File: src/rtl/alu.sv
// Multi-cycle 8-bit 6502-style ALU: IDLE -> EXEC -> [ADJUST] -> DONE.
// Define DECIMAL_MODE_EN to build in the BCD ADJUST state for ADC/SBC with D=1.
module alu (
  input  logic       clk_1,
  input  logic       rst,
  input  logic       start,
  input  logic [3:0] op,
  input  logic [7:0] operand_a,
  input  logic [7:0] operand_b,
  input  logic [7:0] data_in_status,
  output logic       busy,
  output logic       done,
  output logic [7:0] data_out,
  output logic [7:0] data_out_status
);

  typedef enum logic [1:0] {
    S_IDLE   = 2'd0,
    S_EXEC   = 2'd1,
    S_ADJUST = 2'd2,
    S_DONE   = 2'd3
  } state_t;

  localparam logic [3:0] OP_ADC = 4'd0;
  localparam logic [3:0] OP_SBC = 4'd1;
  localparam logic [3:0] OP_AND = 4'd2;
  localparam logic [3:0] OP_ORA = 4'd3;
  localparam logic [3:0] OP_EOR = 4'd4;
  localparam logic [3:0] OP_ASL = 4'd5;
  localparam logic [3:0] OP_LSR = 4'd6;
  localparam logic [3:0] OP_ROL = 4'd7;
  localparam logic [3:0] OP_ROR = 4'd8;
  localparam logic [3:0] OP_INC = 4'd9;
  localparam logic [3:0] OP_DEC = 4'd10;
  localparam logic [3:0] OP_CMP = 4'd11;
  localparam logic [3:0] OP_BIT = 4'd12;
  localparam logic [3:0] OP_PAS = 4'd13;

  state_t     r_state;
  state_t     w_next;
  logic [3:0] r_op;
  logic [7:0] r_a;
  logic [7:0] r_b;
  logic [7:0] r_p;
  logic       r_busy;
  logic       r_done;
  logic [7:0] r_data_out;
  logic [7:0] r_data_out_status;
  logic       w_dec;
  logic [7:0] w_bop;
  logic [8:0] w_sum;
  logic [8:0] w_cmp;
  logic [7:0] w_res;
  logic [7:0] w_st;
  logic       w_zn;

  assign busy            = r_busy;
  assign done            = r_done;
  assign data_out        = r_data_out;
  assign data_out_status = r_data_out_status;

`ifdef DECIMAL_MODE_EN
  logic [4:0] w_lo;
  logic [7:0] r_res;
  logic [7:0] r_stat;
  logic       r_half;
  logic [8:0] w_t;
  logic       w_c;
  logic [7:0] w_adj_res;
  logic [7:0] w_adj_st;

  assign w_dec = r_p[3] && ((r_op == OP_ADC) || (r_op == OP_SBC));
`else
  assign w_dec = 1'b0;
`endif

  // Next-state decode; start is only honoured in IDLE.
  always_comb begin
    w_next = r_state;
    case (r_state)
      S_IDLE: begin
        if (start) w_next = S_EXEC;
        else       w_next = S_IDLE;
      end
      S_EXEC: begin
        if (w_dec) w_next = S_ADJUST;
        else       w_next = S_DONE;
      end
`ifdef DECIMAL_MODE_EN
      S_ADJUST: w_next = S_DONE;
`endif
      S_DONE:   w_next = S_IDLE;
      default:  w_next = S_IDLE;
    endcase
  end

  // State register plus busy/done, registered from the next state.
  always_ff @(posedge clk_1) begin
    if (rst) begin
      r_state <= S_IDLE;
      r_busy  <= 1'b0;
      r_done  <= 1'b0;
    end else begin
      r_state <= w_next;
      r_busy  <= (w_next != S_IDLE);
      r_done  <= (w_next == S_DONE);
    end
  end

  // Binary result and flags from the latched operands.
  always_comb begin
    w_bop = (r_op == OP_SBC) ? ~r_b : r_b;
    w_sum = {1'b0, r_a} + {1'b0, w_bop} + {8'd0, r_p[0]};
    w_cmp = {1'b0, r_a} - {1'b0, r_b};
    w_res = r_a;
    w_st  = r_p;
    w_zn  = 1'b1;
    case (r_op)
      OP_ADC, OP_SBC: begin
        w_res   = w_sum[7:0];
        w_st[0] = w_sum[8];
        w_st[6] = (r_a[7] == w_bop[7]) && (w_sum[7] != r_a[7]);
      end
      OP_AND: w_res = r_a & r_b;
      OP_ORA: w_res = r_a | r_b;
      OP_EOR: w_res = r_a ^ r_b;
      OP_ASL: begin
        w_res   = {r_a[6:0], 1'b0};
        w_st[0] = r_a[7];
      end
      OP_LSR: begin
        w_res   = {1'b0, r_a[7:1]};
        w_st[0] = r_a[0];
      end
      OP_ROL: begin
        w_res   = {r_a[6:0], r_p[0]};
        w_st[0] = r_a[7];
      end
      OP_ROR: begin
        w_res   = {r_p[0], r_a[7:1]};
        w_st[0] = r_a[0];
      end
      OP_INC: w_res = r_a + 8'd1;
      OP_DEC: w_res = r_a - 8'd1;
      OP_CMP: begin
        w_zn    = 1'b0;
        w_st[0] = ~w_cmp[8];
        w_st[1] = (w_cmp[7:0] == 8'h00);
        w_st[7] = w_cmp[7];
      end
      OP_BIT: begin
        w_zn    = 1'b0;
        w_st[1] = ((r_a & r_b) == 8'h00);
        w_st[6] = r_b[6];
        w_st[7] = r_b[7];
      end
      OP_PAS: w_res = r_a;
      default: w_zn = 1'b0;
    endcase
    if (w_zn) begin
      w_st[1] = (w_res == 8'h00);
      w_st[7] = w_res[7];
    end else begin
      w_st = w_st;
    end
  end

`ifdef DECIMAL_MODE_EN
  // Half-carry of the low nibble; for SBC a clear half-carry means a low-digit borrow.
  assign w_lo = {1'b0, r_a[3:0]} + {1'b0, w_bop[3:0]} + {4'd0, r_p[0]};

  // BCD correction of the EXEC result; V keeps its binary value.
  always_comb begin
    w_t      = {1'b0, r_res};
    w_c      = r_stat[0];
    w_adj_st = r_stat;
    if (r_op == OP_ADC) begin
      if ((r_res[3:0] > 4'd9) || r_half) w_t = w_t + 9'h006;
      else                               w_t = w_t;
      if ((w_t[7:4] > 4'd9) || w_c || w_t[8]) begin
        w_t = w_t + 9'h060;
        w_c = 1'b1;
      end else begin
        w_c = w_c;
      end
    end else begin
      if (!r_half)    w_t = w_t - 9'h006;
      else            w_t = w_t;
      if (!r_stat[0]) w_t = w_t - 9'h060;
      else            w_t = w_t;
    end
    w_adj_res   = w_t[7:0];
    w_adj_st[0] = w_c;
    w_adj_st[1] = (w_adj_res == 8'h00);
    w_adj_st[7] = w_adj_res[7];
  end
`endif

  // Operand latch on accept and result/status output registers.
  always_ff @(posedge clk_1) begin
    if (rst) begin
      r_op              <= 4'd0;
      r_a               <= 8'h00;
      r_b               <= 8'h00;
      r_p               <= 8'h00;
      r_data_out        <= 8'h00;
      r_data_out_status <= 8'h00;
`ifdef DECIMAL_MODE_EN
      r_res             <= 8'h00;
      r_stat            <= 8'h00;
      r_half            <= 1'b0;
`endif
    end else begin
      case (r_state)
        S_IDLE: begin
          if (start) begin
            r_op <= op;
            r_a  <= operand_a;
            r_b  <= operand_b;
            r_p  <= data_in_status;
          end
        end
        S_EXEC: begin
`ifdef DECIMAL_MODE_EN
          r_res  <= w_res;
          r_stat <= w_st;
          r_half <= w_lo[4];
`endif
          if (!w_dec) begin
            r_data_out        <= w_res;
            r_data_out_status <= w_st;
          end
        end
`ifdef DECIMAL_MODE_EN
        S_ADJUST: begin
          r_data_out        <= w_adj_res;
          r_data_out_status <= w_adj_st;
        end
`endif
        default: ;
      endcase
    end
  end

endmodule

File: config.mk
export PLATFORM = sky130hd
export DESIGN_NAME = alu
export DESIGN_NICKNAME = d
export VERILOG_FILES = /design/src/rtl/alu.sv
export SDC_FILE = /design/constraint.sdc
export NUM_CORES = 1
export LEC_CHECK = 0
export ABC_AREA = 1
export CAP_MARGIN = 0
export CORE_MARGIN = 8
export CORE_UTILIZATION = 65
export CTS_CLUSTER_DIAMETER = 50
export DETAILED_ROUTE_END_ITERATION = 6
export DONT_BUFFER_PORTS = 1
export PLACE_DENSITY = 0.93
export SLEW_MARGIN = 20
export SYNTH_ARGS = -nofsm -noshare
export SYNTH_HDL_FRONTEND = slang
export SYNTH_SLANG_ARGS = --single-unit
File: constraint.sdc
create_clock -name clk_1 -period 6.45 [get_ports clk_1]
set_clock_uncertainty 0.1 [all_clocks]
set_input_delay 0.3225 -clock clk_1 [delete_from_list [all_inputs] [get_ports clk_1]]
set_output_delay 0.3225 -clock clk_1 [all_outputs]
set_load 0.03 [all_outputs]
==> flow_metrics.tcl <==
set metrics [dict create \
    status "completed" \
    final_cells 641 \
    die_area_sq_mm 0.008316 \
    ant_nets 0 \
    grt_first_pass_wirelength_microns 17960 \
    ys_top_cells_by_area "dfxtp_1, nand2_1, ha_1" \
    area_growth_pct 4.018 \
    nets 634 \
    htreeDepth 2 \
    slowest_delay_ns 0.52 \
    tns_ns 0 \
    power_frac_seq 0.413 \
    hold_violations 0 \
    initial_core_util 0.6715 \
    synth-compound-area-share 0.1784 \
    use_met3 0.05432 \
    yosysWarnings 0 \
    num_antenna_cells 0 \
    finalWeightedCongestion 0.9844 \
    yosys.cell_count.top_type "nand2_1" \
    muxShareOfSynthArea 0 \
    clockRootBuffer "clkbuf_8" \
    drt_iter0_markers 293 \
    fin_crit_sh 0.5966 \
    setup_ws_ns 2.602 \
    crit_chain "inv_2 -> nand2_1 -> nor2_1 -> nand2_1 -> xor2_1 -> fa_1 -> inv_1 -> fa_1 -> a21oi_1 -> o21ai_0 -> xnor2_1 -> nor2_1 -> nor2_1 -> nand2_1 -> nand2_1 -> nand3_1 -> nor2_1 -> nand2_1 -> a21oi_2" \
    rows 27 \
    cp.arrival_ns 3.99 \
    power.density_mw_per_mm2 238.2 \
    postCtsResizedCells 0 \
    clock_sinks 47 \
    drv_cap 0 \
    synth_top_area_frac 0.2560 \
    drt_drc_violations_left 0 \
    vdd_drop_max_mv 0.2364 \
    grt_use_met1 0.3214 \
    synthesis.nets 639 \
    synth_top_area_cell "dfxtp_1" \
    rsz0062_at_grt "false" \
    vias_per_cell 6.103 \
    synth_top_family_by_area "simple AND/OR/NAND/NOR gates" \
    critPathRequiredTime_ns 6.60 \
    io_pins 49 \
    dr.pass1.iters 5 \
    worstSkewPairLatency_ns 0.30 \
    grt_max_degree 46 \
    cts_made_buffers 5 \
    grt_pass1_vias 3779 \
    drive_gt1_frac 0.05097 \
    overflow 0 \
    final_core_util 0.6984 \
    p_leak_nw 1.804 \
    post_drt_wl_per_cell_microns 17.42 \
    power.switching_mw 0.3911 \
    synth_fa_ha_area_frac 0.1253 \
    grt_usage 0.2631 \
    worstMarginPinSlew_ns 0.8838 \
    syn_area_sq_mm 0.003675 \
    endpoint_kind "flop" \
    synthesis.instances 573 \
    report.final.slew_viol_count 0 \
    synth_xor_area_frac 0.03337 \
    crit_top_cell "nand2_1" \
    die_width_microns 91.19 \
    synth_simple_gate_area_share 0.3163 \
    synth_commonest_cells "nand2_1, inv_1, nor2_1" \
    timing.hold.ws_ns 0.09042 \
    slowest_stage "nor2_1" \
    synth_cell_types 38 \
    grt.busiest_layer "met2" \
    p_total_mw 0.9107 \
    pre_cts_ws_ns 2.670 \
    use_met2 0.4329 \
    coreArea_sq_mm 0.005473 \
    path_clk_slew_ns 0.09 \
    critPathKind "flop to flop" \
    netSwitchingFraction 0.4294 \
    setup_viol 0 \
    ys.flop_type "dfxtp_1" \
    cts_buffer_depth 2 \
    dpl-instance-area_sq_mm 0.003714 \
    period_needed_ns 3.848 \
    wirelength_microns 11170 \
    synth_edf_count 0 \
    timing.slew.headroom 0.4101 \
    synth-seq-cells 47 \
    dp_hpwl_microns 8817 \
    async_flop_share 0 \
    portBuffers 0 \
    critPathLaunchType "flop" \
    final_cell_area_sq_mm 0.003822 \
    internal_power_mw 0.5196 \
    power_frac_clock 0.208 \
    dp.cells 632 \
    vias 3912 \
    synth-seq-area-share 0.2560 \
    tritoncts "done" \
    syn_area_per_cell_sq_um 6.413 \
    die_height_microns 91.19 \
    max_freq_mhz 259.9 \
    antenna_found_initial 0 \
    critPathMaxFanout 11 \
    hold_path.class "input pin to flop" \
    combPwrFrac 0.379 \
]
-- path summary, 6_finish.rpt --
check	from	endpoint	slack, ns	depth (start not counted)
worst max-delay path	r_op[2]	data_out_status[1]	2.60	19
worst min-delay path	data_in_status[2]	r_p[2]	0.09	2
worst max register to register	r_op[2]	data_out_status[1]	2.60	19
worst min register to register	r_p[3]	r_p[3]	0.40	2
-- repair_timing --
action	CTS	global route
endpoints found under the hold margin	6	0
buffers inserted	0	0
hold buffers	1	0
-- sequential cells by signal, indices dropped and copies added (netlist names) --
name and count:
r_state 2, r_b 8, data_out_status 8, r_a 8, data_out 8, r_op 4, busy 1, r_p 8
-- cell type report --
class / instances / area [sq um]
Clock inverter: 2 / 16.27
Fill cell: 489 / 1650
Tap cell: 72 / 90.09
Sequential cell: 47 / 940.9
Timing Repair Buffer: 3 / 25.02
Clock buffer: 6 / 82.58
Inverter: 71 / 266.5
Multi-Input combinational cell: 440 / 2401
-- power by group through the flow --
stage          logic [mW]  registers [mW]  clock network [mW]
6_report            0.345           0.376               0.189
5_1_grt             0.384           0.380               0.200
4_1_cts             0.337           0.376               0.187
3_5_place_dp        0.335           0.383                   0
3_3_place_gp        0.326           0.381                   0
2_1_floorplan       0.257           0.370                   0
-- cell usage in the layout (no fill, tap or decap), types with 2 or more instances in the layout --
cell type and instances:
o211ai_1 4, clkbuf_8 6, fa_1 3, a41oi_1 3
nor4_1 6, buf_4 2, nand2_2 4, o21ai_2 2
dfxtp_1 47, xor2_1 13, o21ai_0 55, nor3_1 3
nand3_1 44, a31oi_1 2, ha_1 32, nand4_1 8
nand2_1 132, nor2_1 64, a21oi_1 46, inv_2 3
inv_1 65, clkinv_1 3, nor2_2 3, or2_2 3
-- cells by family after synthesis --
group | count (synthesis)
AO/OA/AOI/OAI | 120
XOR/XNOR | 14
adder cells (fa/ha/maj) | 35
buffers and inverters | 86
flip-flops | 47
AND/OR/NAND/NOR | 271
-- routing by layer --
| layer | vias to the layer above | wire length, microns | part of all wire |
|---|---|---|---|
| li1 | 1873 | - | - |
| met1 | 1800 | 4749 | 0.43 |
| met2 | 202 | 5130 | 0.46 |
| met3 | 37 | 874 | 0.078 |
| met4 | 0 | 414 | 0.037 |
| met5 | - | 0 | 0 |
-- worst max-delay path: cells and delay by family (launching register included) --
kind | cells | cell delay, ns
flops | 1 | 0.38
simple gates | 10 | 1.63
compound gates | 3 | 0.39
xor+xnor | 2 | 0.40
buf+inv | 2 | 0.25
fa+ha+maj | 2 | 0.63
(Power assumes the default switching activity.)
